**src/rtl/bus_master_if.sv**
```systemverilog
// bus_master_if: groups the client command/response port and the memory bus
// port of bus_master.
//   cmd_*      client command (valid/ready)
//   rsp_*      response back to the client (valid/ready)
//   bus_addr/bus_wdata/bus_ctrl   toward the device; ctrl = {0, BE, WE, REQ}
//   bus_rdata/bus_status          from the device;  status[0]=ACK, [1]=ERR
// Modports: master = bus_master side, slave = client/device side.
interface bus_master_if;
   logic        cmd_valid;
   logic        cmd_ready;
   logic        cmd_we;
   logic [31:0] cmd_addr;
   logic [31:0] cmd_wdata;
   logic [3:0]  cmd_be;
   logic        rsp_valid;
   logic        rsp_ready;
   logic [31:0] rsp_rdata;
   logic        rsp_err;
   logic [31:0] bus_addr;
   logic [31:0] bus_wdata;
   logic [15:0] bus_ctrl;
   logic [31:0] bus_rdata;
   logic [15:0] bus_status;

   modport master (
      input  cmd_valid, cmd_we, cmd_addr, cmd_wdata, cmd_be, rsp_ready,
             bus_rdata, bus_status,
      output cmd_ready, rsp_valid, rsp_rdata, rsp_err,
             bus_addr, bus_wdata, bus_ctrl
   );

   modport slave (
      output cmd_valid, cmd_we, cmd_addr, cmd_wdata, cmd_be, rsp_ready,
             bus_rdata, bus_status,
      input  cmd_ready, rsp_valid, rsp_rdata, rsp_err,
             bus_addr, bus_wdata, bus_ctrl
   );
endinterface

```
**src/rtl/bus_master.sv**
```systemverilog
// bus_master: initiator end of the 32-bit memory bus. Takes one single-word
// read/write command at a time, runs it on the bus until the device ACKs,
// and returns rdata/err on the response port.
//   clk   rising-edge clock
//   rst   asynchronous active-low reset
//   bus   bus_master_if.master (command, response and device lines)
// Parameter TIMEOUT (1..65535): REQ cycles without ACK before the watchdog
// ends the transaction with an error. Only used when the macro
// BUS_MASTER_TIMEOUT_EN is defined; otherwise REQ waits forever for ACK.
module bus_master #(
   parameter int unsigned TIMEOUT = 255
) (
   input  logic         clk,
   input  logic         rst,
   bus_master_if.master bus
);

   if (TIMEOUT < 1 || TIMEOUT > 65535) begin : g_bad_timeout
      $error("bus_master: TIMEOUT must be in 1..65535");
   end

   typedef enum logic [1:0] {
      IDLE = 2'd0,
      REQ  = 2'd1,
      RESP = 2'd2
   } state_t;

   state_t      state_q, state_d;
   logic [31:0] addr_q, addr_d;
   logic [31:0] wdata_q, wdata_d;
   logic [31:0] rdata_q, rdata_d;
   logic [3:0]  be_q, be_d;
   logic        we_q, we_d;
   logic        err_q, err_d;

   logic        ack, dev_err, req;

   assign ack     = bus.bus_status[0];
   assign dev_err = bus.bus_status[1];

   // Upper status bits carry nothing for this block.
   logic unused_status;
   assign unused_status = ^bus.bus_status[15:2];

`ifdef BUS_MASTER_TIMEOUT_EN
   // The count that would reach TIMEOUT on this cycle is TIMEOUT-1 now.
   localparam logic [15:0] CNT_LAST = 16'(TIMEOUT - 1);
   logic [15:0] cnt_q, cnt_d;
`endif

   always_comb begin
      state_d = state_q;
      addr_d  = addr_q;
      wdata_d = wdata_q;
      rdata_d = rdata_q;
      be_d    = be_q;
      we_d    = we_q;
      err_d   = err_q;
`ifdef BUS_MASTER_TIMEOUT_EN
      cnt_d   = cnt_q;
`endif
      case (state_q)
         IDLE: begin
            if (bus.cmd_valid) begin
               addr_d  = bus.cmd_addr;
               wdata_d = bus.cmd_wdata;
               we_d    = bus.cmd_we;
               be_d    = bus.cmd_be;
               rdata_d = '0;
               if (bus.cmd_addr[1:0] != 2'b00) begin
                  // Misaligned: answer with an error, no bus cycle.
                  err_d   = 1'b1;
                  state_d = RESP;
               end else begin
                  err_d   = 1'b0;
                  state_d = REQ;
`ifdef BUS_MASTER_TIMEOUT_EN
                  cnt_d   = '0;
`endif
               end
            end
         end
         REQ: begin
            if (ack) begin
               err_d   = dev_err;
               rdata_d = (!we_q && !dev_err) ? bus.bus_rdata : 32'd0;
               state_d = RESP;
            end
`ifdef BUS_MASTER_TIMEOUT_EN
            // ACK is checked first, so it wins over an expiring watchdog.
            else if (cnt_q == CNT_LAST) begin
               err_d   = 1'b1;
               rdata_d = '0;
               state_d = RESP;
            end else begin
               cnt_d = cnt_q + 16'd1;
            end
`endif
         end
         RESP: begin
            if (bus.rsp_ready) state_d = IDLE;
         end
         default: state_d = IDLE;
      endcase
   end

   always_ff @(posedge clk or negedge rst) begin
      if (!rst) begin
         state_q <= IDLE;
         addr_q  <= '0;
         wdata_q <= '0;
         rdata_q <= '0;
         be_q    <= '0;
         we_q    <= 1'b0;
         err_q   <= 1'b0;
`ifdef BUS_MASTER_TIMEOUT_EN
         cnt_q   <= '0;
`endif
      end else begin
         state_q <= state_d;
         addr_q  <= addr_d;
         wdata_q <= wdata_d;
         rdata_q <= rdata_d;
         be_q    <= be_d;
         we_q    <= we_d;
         err_q   <= err_d;
`ifdef BUS_MASTER_TIMEOUT_EN
         cnt_q   <= cnt_d;
`endif
      end
   end

   // Gated by rst so REQ and cmd_ready drop the moment reset asserts.
   assign req           = rst && (state_q == REQ);
   assign bus.cmd_ready = rst && (state_q == IDLE);
   assign bus.rsp_valid = rst && (state_q == RESP);
   assign bus.rsp_rdata = rdata_q;
   assign bus.rsp_err   = err_q;
   assign bus.bus_addr  = addr_q;
   assign bus.bus_wdata = wdata_q;
   // WE/BE only visible while REQ is high; the whole control word is 0 otherwise.
   assign bus.bus_ctrl  = {10'd0, req ? be_q : 4'd0, req & we_q, req};

endmodule

```
**src/flat_wrapper.sv**
```systemverilog
// flat-port wrapper written by rule: the top's interface ports become plain ports
module bus_master_flat 
#(
   parameter int unsigned TIMEOUT = 255
)
  (clk, rst, bus_cmd_valid, bus_cmd_we, bus_cmd_addr, bus_cmd_wdata, bus_cmd_be, bus_rsp_ready, bus_bus_rdata, bus_bus_status, bus_cmd_ready, bus_rsp_valid, bus_rsp_rdata, bus_rsp_err, bus_bus_addr, bus_bus_wdata, bus_bus_ctrl);
  bus_master_if bus_i ();
  input  logic clk;
  input  logic rst;
  input wire logic [$bits(bus_i.cmd_valid)-1:0] bus_cmd_valid;
  input wire logic [$bits(bus_i.cmd_we)-1:0] bus_cmd_we;
  input wire logic [$bits(bus_i.cmd_addr)-1:0] bus_cmd_addr;
  input wire logic [$bits(bus_i.cmd_wdata)-1:0] bus_cmd_wdata;
  input wire logic [$bits(bus_i.cmd_be)-1:0] bus_cmd_be;
  input wire logic [$bits(bus_i.rsp_ready)-1:0] bus_rsp_ready;
  input wire logic [$bits(bus_i.bus_rdata)-1:0] bus_bus_rdata;
  input wire logic [$bits(bus_i.bus_status)-1:0] bus_bus_status;
  output wire logic [$bits(bus_i.cmd_ready)-1:0] bus_cmd_ready;
  output wire logic [$bits(bus_i.rsp_valid)-1:0] bus_rsp_valid;
  output wire logic [$bits(bus_i.rsp_rdata)-1:0] bus_rsp_rdata;
  output wire logic [$bits(bus_i.rsp_err)-1:0] bus_rsp_err;
  output wire logic [$bits(bus_i.bus_addr)-1:0] bus_bus_addr;
  output wire logic [$bits(bus_i.bus_wdata)-1:0] bus_bus_wdata;
  output wire logic [$bits(bus_i.bus_ctrl)-1:0] bus_bus_ctrl;
  assign bus_i.cmd_valid = bus_cmd_valid;
  assign bus_i.cmd_we = bus_cmd_we;
  assign bus_i.cmd_addr = bus_cmd_addr;
  assign bus_i.cmd_wdata = bus_cmd_wdata;
  assign bus_i.cmd_be = bus_cmd_be;
  assign bus_i.rsp_ready = bus_rsp_ready;
  assign bus_i.bus_rdata = bus_bus_rdata;
  assign bus_i.bus_status = bus_bus_status;
  assign bus_cmd_ready = bus_i.cmd_ready;
  assign bus_rsp_valid = bus_i.rsp_valid;
  assign bus_rsp_rdata = bus_i.rsp_rdata;
  assign bus_rsp_err = bus_i.rsp_err;
  assign bus_bus_addr = bus_i.bus_addr;
  assign bus_bus_wdata = bus_i.bus_wdata;
  assign bus_bus_ctrl = bus_i.bus_ctrl;
  bus_master #(.TIMEOUT(TIMEOUT)) u_core (.clk(clk), .rst(rst), .bus(bus_i));
endmodule
```
**config.mk**
```make
export PLATFORM = sky130hd
export DESIGN_NAME = bus_master_flat
export DESIGN_NICKNAME = d
export VERILOG_FILES = /design/src/rtl/bus_master_if.sv /design/src/rtl/bus_master.sv /design/src/flat_wrapper.sv
export SDC_FILE = /design/constraint.sdc
export NUM_CORES = 1
export LEC_CHECK = 0
export ABC_CLOCK_PERIOD_IN_PS = 2500
export CORE_ASPECT_RATIO = 0.8
export CORE_MARGIN = 1
export CORE_UTILIZATION = 40
export DETAILED_ROUTE_END_ITERATION = 7
export PLACE_DENSITY = 0.89
export SYNTH_ARGS = -nofsm -noshare
export SYNTH_HDL_FRONTEND = slang
export SYNTH_SLANG_ARGS = --single-unit
```
**constraint.sdc**
```tcl
create_clock -name clk -period 2.5 [get_ports clk]
set_input_delay 0.5 -clock clk [delete_from_list [all_inputs] [get_ports clk]]
set_output_delay 0.5 -clock clk [all_outputs]
set_load 0.01 [all_outputs]
```
==> results.py, run 1 <==
metrics = {
    "yosys": {
        "synth_area_leaders": "dfrtp_1 (64%), mux2_2 (17%), a22o_1 (6.9%)",
        "synthCells": 257,
        "synthArstFlopShare": 1.000,
        "yosysWarningCount": 0,
        "synth_top_area_cell": "dfrtp_1",
        "syn_area_mm2": 0.004066,
        "synth_seq_cells": 104,
        "synth.avg_cell_area_um2": 15.82,
        "yosys.cell_types.count": 21,
        "ys_seq_area_frac": 0.6400,
        "synth_edf_count": 0,
        "synth_top_area_frac": 0.6400,
        "synth_flop_cell": "dfrtp_1",
    },
    "final_layout": {
        "fin_cells": 606,
        "areaGrowthSynthToFinish_pct": 60.58,
        "diodes": 0,
        "num-nets-final": 588,
        "drive_gt1_frac": 0.1979,
        "final_cell_mix": "clkdlybuf4s50_1 (210), dfrtp_1 (104), mux2_2 (61)",
        "final_cell_area_mm2": 0.006530,
        "final_common_cell": "clkdlybuf4s50_1",
        "fin_util": 0.6684,
    },
    "drt": {
        "wl_met2_um": 5226,
        "via_per_inst": 4.744,
        "met1_length_um": 3903,
        "ant_nets": 0,
        "wl_per_cell_um": 16.55,
        "met3_length_um": 741,
        "drtPass1Iterations": 4,
        "first_iter_violations": 93,
        "routed_wl_um": 10030,
        "top_layer": "met4",
        "vias": 2875,
        "drc": 0,
    },
    "worst_hold_path": {
        "min_path_type": "input pin to asynchronous set/reset pin",
    },
    "placement": {
        "routabilityCongestion": 0.7758,
        "dp_slack_ps": 40.46,
        "dpl.cell_count": 592,
        "port_buffers": 211,
        "dpl.hpwl_um": 7550,
        "place_area_mm2": 0.006254,
    },
    "critical_path": {
        "startpoint_type": "flip-flop",
        "path_depth": 3,
        "critPathArrivalTime_ps": 1800,
        "regToRegStartpoint": "u_core.state_q[1]",
        "r2r_slack_ps": 430,
        "cp_data_required_time_ps": 2000,
        "slowest_stage": "clkdlybuf4s50_1",
        "setup.worst_path.class": "flip-flop to primary output",
        "critical_path_peak_fanout": 8,
        "rr_worst_depth": 3,
        "crit_chain": "nor2b_4, and3_1, clkdlybuf4s50_1",
        "critPathBufInv": 1,
        "crit_start": "u_core.state_q[1]",
        "slowest_delay_ps": 560,
        "critPathCapture": "bus_bus_ctrl[5]",
        "crit_family": "buffers and inverters",
        "r2r-end": "u_core.bus.rsp_rdata[30]",
        "endpoint_kind": "primary output",
    },
    "cts": {
        "cts_tree": "yes",
        "clk_latency_ps": 330,
        "htreeDepth": 3,
        "cts_buffers": 9,
        "cts_setup_buffers": 0,
        "cts.path.max_buffers": 2,
        "cts-root-buf": "clkbuf_16",
        "path_clk_slew_ps": 70,
        "clock-sinks": 104,
        "postCtsHoldBufs": 0,
        "cts_resized": 0,
    },
    "floorplanning": {
        "die_w_um": 114.7,
        "initial_core_util": 0.4162,
        "rows": 32,
        "top_level_ports": 236,
        "die_h_um": 92.18,
        "core_mm2": 0.009769,
        "die-area_mm2": 0.01058,
    },
    "run": {
        "drv_cap": 0,
    },
    "timing": {
        "finalSetupTns_ps": 0,
        "worst_pin_slew_ps": 1200,
        "max_freq_mhz": 434.5,
        "relSlewSlack": 0.1999,
        "rsz0062_at_grt": "no",
        "skew_ps": 8.602,
        "setup_ws_ps": 198.5,
        "maxSlewViolCount": 0,
        "hold_viol": 0,
        "holdWs_ps": 42.54,
        "finalSetupViolCount": 0,
        "min_period_ps": 2302,
        "fin_crit_sh": 0.9206,
    },
    "pwr": {
        "p_leak_nw": 2.782,
        "ir_drop_mv": 0.4835,
        "power_mw": 5.165,
        "power_density_mw_per_mm2": 790.9,
    },
    "grt": {
        "gr-total-overflow": 0,
        "antenna_found_initial": 0,
        "grt_start_max_net_pins": 52,
        "grt_pass1_wl_um": 15700,
        "grt_pass1_vias": 3185,
        "grtUsageTotal": 0.1929,
    },
    "outcome": {
        "outcome": "finished, final reports clean",
    },
}
## registers in the layout (all words and copies together), names as in the netlist
| signal | cells |
|---|---|
| u_core.bus.bus_addr | 32 |
| u_core.bus.bus_wdata | 32 |
| u_core.bus.rsp_rdata | 32 |
| u_core.state_q | 2 |
| u_core.be_q | 4 |
| u_core.we_q | 1 |
| u_core.bus.rsp_err | 1 |
## synthesized netlist by cell type (all sizes together) (2+ instances only)
| cell | n |
|---|---|
| buf | 26 |
| o21ai | 2 |
| mux2 | 71 |
| nor2 | 5 |
| and3 | 7 |
| dfrtp | 104 |
| a22o | 32 |
## report_power, final
part	internal, mW	switching [mW]
Sequential	2.03	0.191
Combinational	1.04	0.570
Clock	0.762	0.564
Total	3.84	1.33
## final cells by class
class	instances	area (um2)
fill	745	3239
sequential	104	2603
timing repair buffer	216	2172
multi-input combinational	135	1305
clock buffer	10	229.0
tap	136	170.2
clock inverter	4	47.55
inverter	1	3.754
## logic make-up (layout without fill, tap and decap cells)
| group | count (synthesis) | after routing | synth area share |
|---|---|---|---|
| and+or+nand+nor | 18 | 18 | 0.03015 |
| buffers and inverters | 27 | 231 | 0.04738 |
| DFF | 104 | 104 | 0.6400 |
| muxes | 71 | 71 | 0.2058 |
| AOI/OAI and AO/OA | 36 | 36 | 0.07569 |
| other | 1 | 10 | 0.0009222 |
## per-layer routing
metal	up-vias	track usage
met2	118	0.3500
met5	-	0
met1	1422	0.2100
met3	15	0.06411
li1	1320	-
met4	0	0.06494
## worst min path at each step
stage / to / cells past startpoint
6_report: u_core.bus.rsp_err / 1
5_1_grt: u_core.bus.rsp_err / 1
4_1_cts: u_core.bus.rsp_err / 1
3_5_place_dp: u_core.state_q[1] / 1
3_3_place_gp: u_core.state_q[1] / 1
2_1_floorplan: u_core.be_q[0] / 0
Note: power is estimated with default switching activity, not from simulation.
==> run 2: changes to the inputs <==
- CAP_MARGIN: not set -> 25
==> run 2 against run 1 <==
Total power rose by 0.33%. Global-route usage is the same. Sequential cell count unchanged. Maximum frequency up 0.29%. Non-clock buffer count up 2. Sequential power about the same. Final cell count is 0.33% higher. Setup slack improved by 6.7 ps. Critical path depth stayed put. First-iteration DRC count unchanged. Register-to-register slack better by 520 ps. Final area up 0.84%. Critical endpoint unchanged. Largest cell class unchanged. Largest power group unchanged.
==> results.py, run 2 (synthesis results as in run 1) <==
metrics = {
    "critical_path": {
        "slowest_delay_ps": 560,
        "crit_chain": "nor2b_4, and3_1, clkdlybuf4s50_1",
        "setup.worst_path.class": "flip-flop to primary output",
        "endpoint_kind": "primary output",
        "startpoint_type": "flip-flop",
        "slowest_stage": "clkdlybuf4s50_1",
        "critPathArrivalTime_ps": 1790,
        "critical_path_peak_fanout": 8,
        "critPathBufInv": 1,
        "cp_data_required_time_ps": 2000,
        "crit_family": "buffers and inverters",
    },
    "final_layout": {
        "diodes": 0,
        "fillCellCount": 740,
        "final_cell_mix": "clkdlybuf4s50_1 (210), dfrtp_1 (104), mux2_2 (61)",
        "fin_util": 0.6741,
        "final_common_cell": "clkdlybuf4s50_1",
        "fin_cells": 608,
        "multi_input_area_mm2": 0.001305,
        "final_cell_area_mm2": 0.006585,
        "num-nets-final": 590,
        "areaGrowthSynthToFinish_pct": 61.94,
        "regArea_mm2": 0.002603,
        "drive_gt1_frac": 0.2013,
    },
    "cts": {
        "cts-root-buf": "clkbuf_16",
        "cts_tree": "yes",
        "cts_buffers": 9,
        "cts_resized": 0,
        "path_clk_slew_ps": 70,
        "cts_setup_buffers": 0,
        "clk_latency_ps": 330,
        "htreeDepth": 3,
        "postCtsHoldBufs": 0,
        "cts.path.max_buffers": 2,
        "clock-sinks": 104,
    },
    "timing": {
        "max_freq_mhz": 435.8,
        "holdWs_ps": 45.76,
        "relSlewSlack": 0.5614,
        "maxSlewViolCount": 0,
        "min_period_ps": 2295,
        "setup_ws_ps": 205.1,
        "finalSetupViolCount": 0,
        "fin_crit_sh": 0.9179,
        "hold_viol": 0,
        "finalSetupTns_ps": 0,
        "rsz0062_at_grt": "no",
        "worst_pin_slew_ps": 657.9,
        "skew_ps": 7.318,
    },
    "grt": {
        "gr-total-overflow": 0,
        "grtUsageTotal": 0.1929,
        "grt_pass1_wl_um": 15700,
        "grt_start_max_net_pins": 52,
        "antenna_found_initial": 0,
        "grt_pass1_vias": 3185,
    },
    "outcome": {
        "outcome": "finished, final reports clean",
    },
    "placement": {
        "place_area_mm2": 0.006254,
        "dpl.hpwl_um": 7550,
        "dpl.cell_count": 592,
        "port_buffers": 211,
        "dp_slack_ps": 40.46,
        "routabilityCongestion": 0.7758,
    },
    "floorplanning": {
        "core_mm2": 0.009769,
        "die-area_mm2": 0.01058,
        "initial_core_util": 0.4162,
        "rows": 32,
        "die_h_um": 92.18,
        "die_w_um": 114.7,
        "top_level_ports": 236,
    },
    "pwr": {
        "power_density_mw_per_mm2": 786.9,
        "p_leak_nw": 2.806,
        "ir_drop_mv": 0.4834,
        "power_mw": 5.182,
    },
    "drt": {
        "ant_nets": 0,
        "routed_wl_um": 10090,
        "vias": 2888,
        "drc": 0,
        "drtPass1Iterations": 4,
        "first_iter_violations": 93,
        "wl_per_cell_um": 16.59,
        "via_per_inst": 4.750,
    },
    "worst_hold_path": {
        "min_path_type": "input pin to asynchronous set/reset pin",
    },
    "run": {
        "drv_cap": 0,
    },
}
## run 2: changes by cell type in the layout (fill, tap and decap cells not counted)
cell | before | now
buf_16 | 0 | 2
## run 2: layout make-up
| cell class | instances | share of cell area |
|---|---|---|
| flip-flops and latches | 104 | 0.3952 |
| repair buffers | 218 | 0.3382 |
| multi-input cells | 135 | 0.1982 |
| clock buffers | 10 | 0.03477 |
| well taps | 136 | 0.02584 |
| clock inverters | 4 | 0.007220 |
| inverters | 1 | 0.0005700 |
## run 2: final timing paths
| path | from | slack [ps] | to | depth (start not counted) |
|---|---|---|---|---|
| worst min-delay path | rst | 50 | u_core.bus.rsp_err | 1 |
| worst min register to register | u_core.bus.rsp_rdata[10] | 500 | u_core.bus.rsp_rdata[10] | 1 |
| min in group clk | u_core.bus.rsp_rdata[10] | 500 | u_core.bus.rsp_rdata[10] | 1 |
| worst max-delay path | u_core.state_q[1] | 210 | bus_bus_ctrl[5] | 3 |
| worst max register to register | u_core.state_q[1] | 950 | u_core.bus.rsp_rdata[30] | 4 |
| max in group asynchronous | rst | 1510 | u_core.bus.bus_wdata[30] | 2 |
## run 2: worst reg2reg max path, cell delays in order, from the launching register on
cell and delay [ps]:
dfrtp_1 500, nor2b_4 230, and3_1 360, buf_16 220
a22o_1 180
## run 2: power by group
group          switching [mW]  total (mW)  internal (mW)
clock network           0.564        1.33          0.762
logic                   0.574        1.63           1.06
registers               0.191        2.22           2.03
total                    1.33        5.18           3.85
## run 2: layer usage
layer	up-vias	wire, um	share of wire	global-route usage
met1	1426	3887	0.39	0.2100
met3	14	741	0.073	0.06411
met2	121	5311	0.53	0.3500
met4	0	144	0.014	0.06494
met5	-	0	0	0
li1	1327	-	-	-
==> run 3: changes to the inputs <==
- ABC_CLOCK_PERIOD_IN_PS: 2500 -> 2300
- CORE_UTILIZATION: 40 -> 38
- PLACE_DENSITY: 0.89 -> 0.85
- clock period: 2.5 -> 2.3 ns (I/O delays scaled with it)
==> run 3 against run 2 <==
Sequential power is 9% higher. Total power grew 7.9%. Die area grew 5.2%. Final area stayed put. Via count rose by 0.52%. Clock power grew 7%. Largest cell class unchanged. Global-route usage decreased by 1.1 points. Clock-buffer cell count shrank 1. Critical path type unchanged.
==> results.py, run 3 (synthesis results as in run 1) <==
metrics = {
    "outcome": {
        "outcome": "finished, final reports clean",
    },
    "placement": {
        "place_area_mm2": 0.006246,
        "routabilityCongestion": 0.7812,
        "dpl.hpwl_um": 7223,
        "port_buffers": 211,
    },
    "critical_path": {
        "regToRegStartpoint": "u_core.state_q[1]",
        "path_depth": 3,
        "r2r-end": "u_core.bus.rsp_rdata[25]",
        "endpoint_kind": "primary output",
        "crit_family": "buffers and inverters",
        "critPathCapture": "bus_bus_ctrl[2]",
        "crit_chain": "nor2b_4, and3_1, clkdlybuf4s50_1",
        "slowest_stage": "clkdlybuf4s50_1",
        "cp_data_required_time_ps": 1840,
        "critPathBufInv": 1,
        "rr_worst_depth": 4,
        "critPathArrivalTime_ps": 1750,
        "setup.worst_path.class": "flip-flop to primary output",
        "critical_path_peak_fanout": 8,
        "slowest_delay_ps": 530,
        "r2r_slack_ps": 530,
        "startpoint_type": "flip-flop",
        "crit_start": "u_core.state_q[1]",
    },
    "drt": {
        "ant_nets": 0,
        "via_per_inst": 4.705,
        "drc": 0,
        "drtPass1Iterations": 6,
        "met3_length_um": 760,
        "top_layer": "met4",
        "wl_met2_um": 4777,
        "routed_wl_um": 9823,
        "wl_per_cell_um": 15.92,
        "first_iter_violations": 115,
        "vias": 2903,
        "met1_length_um": 4138,
    },
    "final_layout": {
        "final_common_cell": "clkdlybuf4s50_1",
        "final_cell_area_mm2": 0.006585,
        "diodes": 0,
        "final_cell_mix": "clkdlybuf4s50_1 (206), dfrtp_1 (103), mux2_2 (61)",
        "num-nets-final": 593,
        "areaGrowthSynthToFinish_pct": 61.94,
        "drive_gt1_frac": 0.2117,
    },
    "grt": {
        "grt_start_max_net_pins": 67,
        "grt_pass1_vias": 2989,
        "gr-total-overflow": 0,
        "antenna_found_initial": 0,
        "grt_pass1_wl_um": 15550,
        "grtUsageTotal": 0.1817,
    },
    "timing": {
        "finalSetupViolCount": 0,
        "maxSlewViolCount": 0,
        "hold_viol": 0,
        "relSlewSlack": 0.4515,
        "fin_crit_sh": 0.9611,
        "min_period_ps": 2211,
        "worst_pin_slew_ps": 822.7,
        "rsz0062_at_grt": "no",
        "finalSetupTns_ps": 0,
        "holdWs_ps": 237.6,
        "max_freq_mhz": 452.4,
        "skew_ps": 4.340,
    },
    "cts": {
        "cts_buffers": 9,
        "clock-sinks": 104,
        "cts_tree": "yes",
        "htreeDepth": 3,
        "clk_latency_ps": 330,
        "cts-root-buf": "clkbuf_16",
        "path_clk_slew_ps": 70,
        "cts.path.max_buffers": 2,
    },
    "floorplanning": {
        "die-area_mm2": 0.01112,
        "top_level_ports": 236,
        "rows": 33,
        "die_w_um": 117.7,
        "initial_core_util": 0.3939,
        "die_h_um": 94.53,
        "core_mm2": 0.01032,
    },
    "pwr": {
        "p_leak_nw": 2.881,
        "power_density_mw_per_mm2": 849.1,
        "ir_drop_mv": 0.5712,
        "power_mw": 5.592,
    },
    "run": {
        "drv_cap": 0,
    },
    "worst_hold_path": {
        "min_path_type": "input pin to asynchronous set/reset pin",
    },
}
-- run 3: cell count changes in the layout (fill, tap and decap cells not counted), sizes merged --
cell,before,now
clkdlybuf4s50,210,206
clkinv,2,3
bufinv,1,0
buf,8,10
dlymetal6s2s,0,4
dlygate4sd3,0,1
inv,1,4
clkbuf,10,9
-- run 3: per-stage QoR --
stage | cells | setup slack [ps] | util
after floorplan | 266 | 869.8 | -
after global placement | 596 | 110.8 | 0.6051
after detailed placement | 596 | -17.83 | 0.6051
after CTS | 614 | 2.363 | 0.6341
after global routing | 617 | 4.666 | 0.6379
final | 617 | 89.47 | 0.6379
-- run 3: cell type report --
cell class                      instances  area, um2
Tap cell                              140      175.2
Multi-Input combinational cell        135       1305
Sequential cell                       104       2604
Fill cell                             781       3737
Clock buffer                            9      225.2
Inverter                                1      3.754
Timing Repair Buffer                  221       2217
Clock inverter                          7      55.05
-- run 3: timing repair --
action / CTS / global route
hold buffers: 1 / 0
endpoints found under the hold margin: 7 / 0
setup buffers: 1 / 2
resized for setup: 1 / 4
setup endpoints to repair: 5 / 6
-- run 3: worst reg2reg max path, cell delays in order (launching register included) --
cell	delay, ps
dfrtp_2	450
nor2b_4	240
and3_1	630
buf_8	240
a22o_1	150
-- run 3: per-layer routing --
metal | vias up | global-route usage
met3 | 12 | 0.06763
met1 | 1420 | 0.2261
met4 | 0 | 0.05342
met5 | - | 0
li1 | 1337 | -
met2 | 134 | 0.2975
-- run 3: worst min-delay path by stage --
stage                                to  slack (ps)
3_3_place_gp    u_core.bus.bus_wdata[8]         320
5_1_grt        u_core.bus.rsp_rdata[22]         260
2_1_floorplan            u_core.be_q[0]         160
3_5_place_dp    u_core.bus.bus_wdata[8]         320
4_1_cts        u_core.bus.rsp_rdata[22]         240
6_report       u_core.bus.rsp_rdata[22]         240
-- run 3: report_power, final --
part / internal (mW) / switching, mW
combinational: 1.14 / 0.616
clock: 0.747 / 0.672
sequential: 2.21 / 0.205
total: 4.10 / 1.49
